### config.mk
export PLATFORM = sky130hd
export DESIGN_NAME = m_pkt_tx
export DESIGN_NICKNAME = d
export VERILOG_FILES = /design/src/rtl/m_pkt_tx.sv
export SDC_FILE = /design/constraint.sdc
export NUM_CORES = 1
export LEC_CHECK = 0
export BUFFER_PORTS_ARGS = -buffer_cell sky130_fd_sc_hd__buf_2
export CORE_AREA = 2 2 115 117
export DETAILED_ROUTE_END_ITERATION = 10
export DIE_AREA = 0 0 117 119
export HOLD_SLACK_MARGIN = 0.06
export PLACE_DENSITY = 0.84
export SKIP_LAST_GASP = 1
export SLEW_MARGIN = 10
export SYNTH_ARGS = -nofsm -noshare
export SYNTH_HDL_FRONTEND = slang
export SYNTH_SLANG_ARGS = --single-unit
export TNS_END_PERCENT = 1
### constraint.sdc
create_clock -name clk_net -period 5.45 [get_ports clk_net]
set_input_delay 0.2725 -clock clk_net [delete_from_list [all_inputs] [get_ports clk_net]]
set_output_delay 0.2725 -clock clk_net [all_outputs]
set_load 0.02 [all_outputs]
### src/rtl/m_pkt_tx.sv
// Net-side packet transmitter: turns a byte-length descriptor plus a stream of
// source data words into a framed vld/sop/eop/length/data word stream.
module m_pkt_tx #(
  parameter int unsigned DATA_W     = 64,
  parameter int unsigned LEN_W      = 16,
  parameter int unsigned MAX_LEN    = 1536,
  parameter int unsigned IPG_CYCLES = 2
) (
  input  logic              clk_net,
  input  logic              rst_net,
  input  logic              desc_vld_w,
  input  logic [LEN_W-1:0]  desc_len_w,
  output logic              desc_rdy_w,
  input  logic              dat_vld_w,
  input  logic [DATA_W-1:0] dat_data_w,
  output logic              dat_rdy_w,
  output logic              out_vld_r,
  output logic              out_sop_r,
  output logic              out_eop_r,
  output logic [LEN_W-1:0]  out_length_r,
  output logic [DATA_W-1:0] out_data_r,
  output logic              err_len_r,
  output logic [31:0]       tx_pkt_cnt_r
);

  localparam int unsigned BYTES = DATA_W / 8;
  localparam int unsigned GAP_W = (IPG_CYCLES > 0) ? $clog2(IPG_CYCLES + 1) : 1;

  typedef enum logic [1:0] {IDLE, XFER, GAP} state_t;

  state_t              state_q, state_d;
  logic [LEN_W-1:0]    len_q, len_d;
  logic [LEN_W-1:0]    words_rem_q, words_rem_d;
  logic                first_q, first_d;
  logic [GAP_W-1:0]    gap_cnt_q, gap_cnt_d;
  logic                out_vld_q, out_vld_d;
  logic                out_sop_q, out_sop_d;
  logic                out_eop_q, out_eop_d;
  logic [LEN_W-1:0]    out_length_q, out_length_d;
  logic [DATA_W-1:0]   out_data_q, out_data_d;
  logic                err_len_q, err_len_d;
  logic [31:0]         tx_pkt_cnt_q, tx_pkt_cnt_d;

  logic [31:0]         tail;
  logic [DATA_W-1:0]   masked_data;
  logic                last_beat;
  logic                len_bad;
  logic [LEN_W-1:0]    desc_words;

  assign desc_rdy_w = (state_q == IDLE);
  assign dat_rdy_w  = (state_q == XFER);

  assign len_bad    = (desc_len_w == '0) || (32'(desc_len_w) > MAX_LEN);
  assign desc_words = LEN_W'((32'(desc_len_w) + BYTES - 1) / BYTES);
  assign last_beat  = (words_rem_q == LEN_W'(1));

  // Zero the bytes past the packet end; only applied to the eop word.
  always_comb begin
    masked_data = dat_data_w;
    tail        = 32'(len_q) % BYTES;
    for (int unsigned b = 0; b < BYTES; b++) begin
      if ((tail != 32'd0) && (b >= tail)) masked_data[8*b +: 8] = 8'h00;
    end
  end

  always_comb begin
    state_d      = state_q;
    len_d        = len_q;
    words_rem_d  = words_rem_q;
    first_d      = first_q;
    gap_cnt_d    = gap_cnt_q;
    out_vld_d    = 1'b0;
    out_sop_d    = 1'b0;
    out_eop_d    = 1'b0;
    out_length_d = out_length_q;
    out_data_d   = '0;
    err_len_d    = 1'b0;
    tx_pkt_cnt_d = tx_pkt_cnt_q;

    case (state_q)
      IDLE: begin
        if (desc_vld_w) begin
          if (len_bad) begin
            err_len_d = 1'b1;
          end else begin
            len_d       = desc_len_w;
            words_rem_d = desc_words;
            first_d     = 1'b1;
            state_d     = XFER;
          end
        end
      end
      XFER: begin
        if (dat_vld_w) begin
          out_vld_d    = 1'b1;
          out_sop_d    = first_q;
          out_eop_d    = last_beat;
          out_length_d = len_q;
          out_data_d   = last_beat ? masked_data : dat_data_w;
          words_rem_d  = words_rem_q - LEN_W'(1);
          first_d      = 1'b0;
          if (last_beat) begin
            tx_pkt_cnt_d = tx_pkt_cnt_q + 32'd1;
            if (IPG_CYCLES == 0) begin
              state_d = IDLE;
            end else begin
              state_d   = GAP;
              gap_cnt_d = GAP_W'(IPG_CYCLES);
            end
          end
        end
      end
      GAP: begin
        gap_cnt_d = gap_cnt_q - GAP_W'(1);
        if (gap_cnt_q <= GAP_W'(1)) state_d = IDLE;
      end
      default: state_d = IDLE;
    endcase
  end

  always_ff @(posedge clk_net or posedge rst_net) begin
    if (rst_net) begin
      state_q      <= IDLE;
      len_q        <= '0;
      words_rem_q  <= '0;
      first_q      <= 1'b0;
      gap_cnt_q    <= '0;
      out_vld_q    <= 1'b0;
      out_sop_q    <= 1'b0;
      out_eop_q    <= 1'b0;
      out_length_q <= '0;
      out_data_q   <= '0;
      err_len_q    <= 1'b0;
      tx_pkt_cnt_q <= '0;
    end else begin
      state_q      <= state_d;
      len_q        <= len_d;
      words_rem_q  <= words_rem_d;
      first_q      <= first_d;
      gap_cnt_q    <= gap_cnt_d;
      out_vld_q    <= out_vld_d;
      out_sop_q    <= out_sop_d;
      out_eop_q    <= out_eop_d;
      out_length_q <= out_length_d;
      out_data_q   <= out_data_d;
      err_len_q    <= err_len_d;
      tx_pkt_cnt_q <= tx_pkt_cnt_d;
    end
  end

  assign out_vld_r    = out_vld_q;
  assign out_sop_r    = out_sop_q;
  assign out_eop_r    = out_eop_q;
  assign out_length_r = out_length_q;
  assign out_data_r   = out_data_q;
  assign err_len_r    = err_len_q;
  assign tx_pkt_cnt_r = tx_pkt_cnt_q;

endmodule

======== After elaboration in Yosys (flattened, before gate mapping) ========
Cells that the tools add are included.
word-level totals
  register bits ........................... 153
  input port bits ......................... 84
  output and inout bits ................... 118
  logic and storage cells ................. 91
cells by class
  $add $sub $neg .......................... 5
  magnitude comparators ................... 10
  equality and inequality tests ........... 8
  muxes and demuxes ....................... 35
  bitwise operators ....................... 1
  reductions and logical operators ........ 20
operators with widths
  kind                     number
  $mux W64                 3
  $mux W8                  8
  $mux W16                 3
  $add A32 B1 Y32 const B  1
  $pmux W16 S2             1
  $reduce_bool A32 Y1      1
  $sub A17 B1 Y18 const B  1
  $add A16 B4 Y17 const B  1
  $eq A16 B1 Y1 const B    1
  $gt A16 B11 Y1 const B   1
  $logic_not A16 Y1        1
  $sub A16 B1 Y16 const B  1
  $ge A3 B3 Y1 const A     4
  $mux W1                  12
  $mux W2                  5
  $reduce_and A3 Y1        3
  $logic_and A1 B1 Y1      8
  $ne A2 B2 Y1 const B     4
  $ge A1 B3 Y1 const A     2
  $ge A2 B3 Y1 const A     2
  $pmux W2 S3              1
  $reduce_and A5 Y1        1
  $pmux W2 S2              1
  $reduce_and A4 Y1        1
  11 further kinds         12

======== Logic depth before layout (Yosys ltp) ========
  word-level depth ........................ 6
  gate-level depth with buffers ........... 9
  depth with buffers taken out ............ 8

======== Worst setup path after synthesis ========
No wires, ideal clock.
  path kind ............................... register to register
  from .................................... register state_q[0]
  to ...................................... register len_q[0]
  arrival ................................. 1,927 ps
  data required time ...................... 5,325 ps
  path slack .............................. 3,398 ps
  cell stages (with the launch flop) ...... 6
  path buffers ............................ 1
  clock period less this slack ............ 2,052 ps
  path through ............................ dfrtp_1 or3b_1 or3_4 or3_4 buf_2 mux2_2
between the ends
  longest elaborated chain between the ends .. 2
ends and longest elaborated chain
  what                         line  source
  from (decl)                  31    state_t state_q, state_d;
  from (signal assigned)       136   state_q <= state_d;
  $logic_not A2 Y1             80    case (state_q)
  $reduce_and A3 Y1 (no line)  --
  to (signal assigned)         137   len_q <= len_d;
  to (decl)                    32    logic [LEN_W-1:0] len_q, len_d;
Every way passes these cells.
A chain may end at the register's enable or synchronous reset.

======== Worst setup path in the final report ========
  from .................................... register state_q[1]
  to ...................................... register tx_pkt_cnt_q[14] (netlist: tx_pkt_cnt_r[14])
between the ends
  longest elaborated chain between the ends .. 2
ends and longest elaborated chain
  what                         line  source
  $eq A2 B1 Y1                 80
  $reduce_and A3 Y1 (no line)  --
  to (signal assigned)         147   tx_pkt_cnt_q <= tx_pkt_cnt_d;
  to (decl)                    42    logic [31:0] tx_pkt_cnt_q, tx_pkt_cnt_d;
Every way passes these cells.

==> impl_metrics.ini <==
[outcome]
status = completed

[flow_run]
cap_violations = 0

[sta]
slew_headroom_pct = 42.34
max_freq_mhz = 322.5
worstMarginPinSlew_ns = 0.8541
report.final.slew_viol_count = 0
setup_viol = 0
fin_crit_ns = 3.101
finalHoldViolCount = 0
skew_ns = 0.009833
tns_ns = 0
min_period_over_period_pct = 56.90
grt_setup_unrepaired = no

[final_layout]
drive_gt1_share_pct = 30.70
layout.cells.most_common_list = buf_2 (201), dfrtp_1 (153), nand2_1 (76)
final_common_cell = buf_2
final_cells = 1013
final_nets = 912
n_antenna_cell = 0
synthToLayoutAreaGrowth_pct = 36.24

[worst_setup_path]
critical_path.top_delay_family = simple AND/OR/NAND/NOR gates
cp_slowest_cell = nand2_2
r2r-start = state_q[1]
cp_data_arrival_time_ns = 3.38
cpPeakStageDelay_ns = 0.60
rr_worst_depth = 8
path_class = reg -> reg
start_kind = register
rrSetupSlack_ns = 2.35
critPathMaxFanout = 30
worst-endpoint-required_ns = 5.73
reg2reg_to = tx_pkt_cnt_r[14]
cp.buffers_inverters = 3
endpoint_kind = register
crit_chain = nand2b_1 -> clkinv_1 -> nand2_2 -> inv_1 -> buf_4 -> nand2_1 -> nor4_1 -> xor2_1

[placed_design]
placement.io_buffers = 201
gp_congestion = 0.8907
hpwl_mm = 10.99
dp_cells = 934

[logic_synthesis]
yosys_warnings = 0
synth_seq_area_share_pct = 60.69
synth_top_area_share_pct = 60.69
synth_area_sq_um = 6309
async_flop_share_pct = 100.0
syn_area_per_cell_sq_um = 11.11
ys_types = 54
ys_ff_latch = 153
synthFlopType = dfrtp_1
syn_inst = 568
synth_edf_count = 0
synth.largest_area_cell = dfrtp_1
synth_area_leaders = dfrtp_1 (61%), and2_1 (7.0%), nand2_1 (4.5%)
synth.net_count = 656

[routing]
drcViolationCount = 0
post_drt_wl_per_cell_um = 16.03
postRouteAntennaNets = 0
drt_pre_antenna_iters = 5
viasPerCell = 5.146
drt_iter0_drc = 400
vias = 5213
routed_wl_mm = 16.23

[power]
internal-power_uw = 2333
leakage_uw = 0.004561
seq_power_share_pct = 41.5
p_comb_share_pct = 23.1
p_sw_share_pct = 31.97
power_uw = 3429
powerDensity_nw_per_um2 = 399.0
p_sw_uw = 1096
clkPwrFrac_pct = 35.4
ir_drop_mv = 0.3444

[floorplan]
die_y_um = 119
core-area_sq_um = 12870
placementRows = 42
num_io_pins = 202
die_x_um = 117
start_util_pct = 49.00
dieArea_sq_um = 13920

[cts]
cts_setup_buffers = 0
cts_max_path_buffers = 2
cts_tree = yes
cts_buffers = 17
cts.clk_slew.worst_paths_ns = 0.06
cts.sinks = 153
htreeDepth = 4
root_buffer = clkbuf_16
clock_latency_ns = 0.42

[global_routing]
grt_antenna_before_repair = 0
grt-ovfl-total = 0
grt_pass1_vias = 4997
track_usage_pct = 24.23
grt_max_degree = 100
grt_pass1_wl_mm = 25.44

[worst_hold_path]
hold_class = in -> async
[synth_stat cells, drive strengths merged (10+ instances only)]
cell / number
a21oi: 11
and2: 72
clkbuf: 10
dfrtp: 153
inv: 16
mux2: 11
nand2: 77
nand3: 17
nor2: 23
nor3: 32
nor4: 12
o21ai: 16
xnor2: 15
xor2: 28
[sequential cells by signal (all words and copies together) (netlist names)]
name / cells
tx_pkt_cnt_r: 32
gap_cnt_q: 2
words_rem_q: 16
out_data_r: 64
state_q: 2
out_length_r: 16
out_sop_r: 1
out_eop_r: 1
first_q: 1
len_q: 16
out_vld_r: 1
err_len_r: 1
[worst max-delay path by stage]
| stage | startpoint | to | slack [ns] | cells past startpoint |
|---|---|---|---|---|
| after global routing | state_q[1] | tx_pkt_cnt_r[30] | 2.10 | 8 |
| final | state_q[1] | tx_pkt_cnt_r[14] | 2.35 | 8 |
| after floorplan | rst_net | err_len_r | 1.06 | 1 |
| after CTS | state_q[1] | tx_pkt_cnt_r[14] | 2.36 | 8 |
| after global placement | state_q[1] | tx_pkt_cnt_r[30] | 2.52 | 8 |
| after detailed placement | state_q[1] | tx_pkt_cnt_r[30] | 2.38 | 8 |
[power by group through the flow]
stage / Sequential [uW] / Combinational [uW] / Clock (uW)
after floorplan: 1550 / 371 / 0
after global placement: 1430 / 746 / 0
after detailed placement: 1430 / 762 / 0
after CTS: 1420 / 791 / 1230
after global routing: 1450 / 871 / 1290
final: 1420 / 791 / 1220
[logic make-up (layout without fill, tap and decap cells)]
logic type               count (synthesis)  after routing  synth area share [%]
adder cells (fa/ha/maj)                  4              4                0.7934
AO/OA/AOI/OAI                           60             60                 6.169
flip-flops                             153            153                 60.69
XOR/XNOR                                43             43                 5.970
multiplexers                            11             11                 1.964
buffers and inverters                   31            300                 1.904
AND/OR/NAND/NOR                        266            266                 22.51
[worst register-to-register path: stages (launching register included)]
cell	delay (ns)
dfrtp_1	0.37
nand2b_1	0.45
clkinv_1	0.57
nand2_2	0.61
inv_1	0.22
buf_4	0.28
nand2_1	0.21
nor4_1	0.10
xor2_1	0.16
[metal layers]
layer,up-vias,part of all wire [%],track usage (%),wire (um)
li1,2456,-,-,-
met3,38,5.7,4.835,924
met5,-,0,0,0
met1,2497,42,31.11,6832
met4,0,3.1,11.25,499
met2,222,49,39.34,7978
[through the flow]
step | utilization, % | hold slack, ns | instance area (sq um) | worst slack, ns
detailed placement | 58.30 | 0.4460 | 7506 | 2.377
floorplan | - | 0.3663 | 6309 | 1.056
global placement | 58.30 | 0.4440 | 7506 | 2.521
CTS | 66.75 | 0.06240 | 8594 | 2.358
global route | 66.75 | 0.06033 | 8594 | 2.099
finish | 66.75 | 0.05003 | 8594 | 2.349
[area by class of cell]
| type | instances | area (sq um) |
|---|---|---|
| fill | 953 | 4280 |
| sequential | 153 | 3829 |
| multi-input combinational | 384 | 2360 |
| timing repair buffer | 251 | 1499 |
| clock buffer | 19 | 452.9 |
| tap | 176 | 220.2 |
| clock inverter | 13 | 165.2 |
| inverter | 17 | 68.82 |
[repair_timing]
| action | CTS | global route |
|---|---|---|
| endpoints found under the hold margin | 47 | 0 |
| resized for setup | 0 | 0 |
| hold buffers | 47 | 0 |
Note: power is estimated with default switching activity, not from simulation.
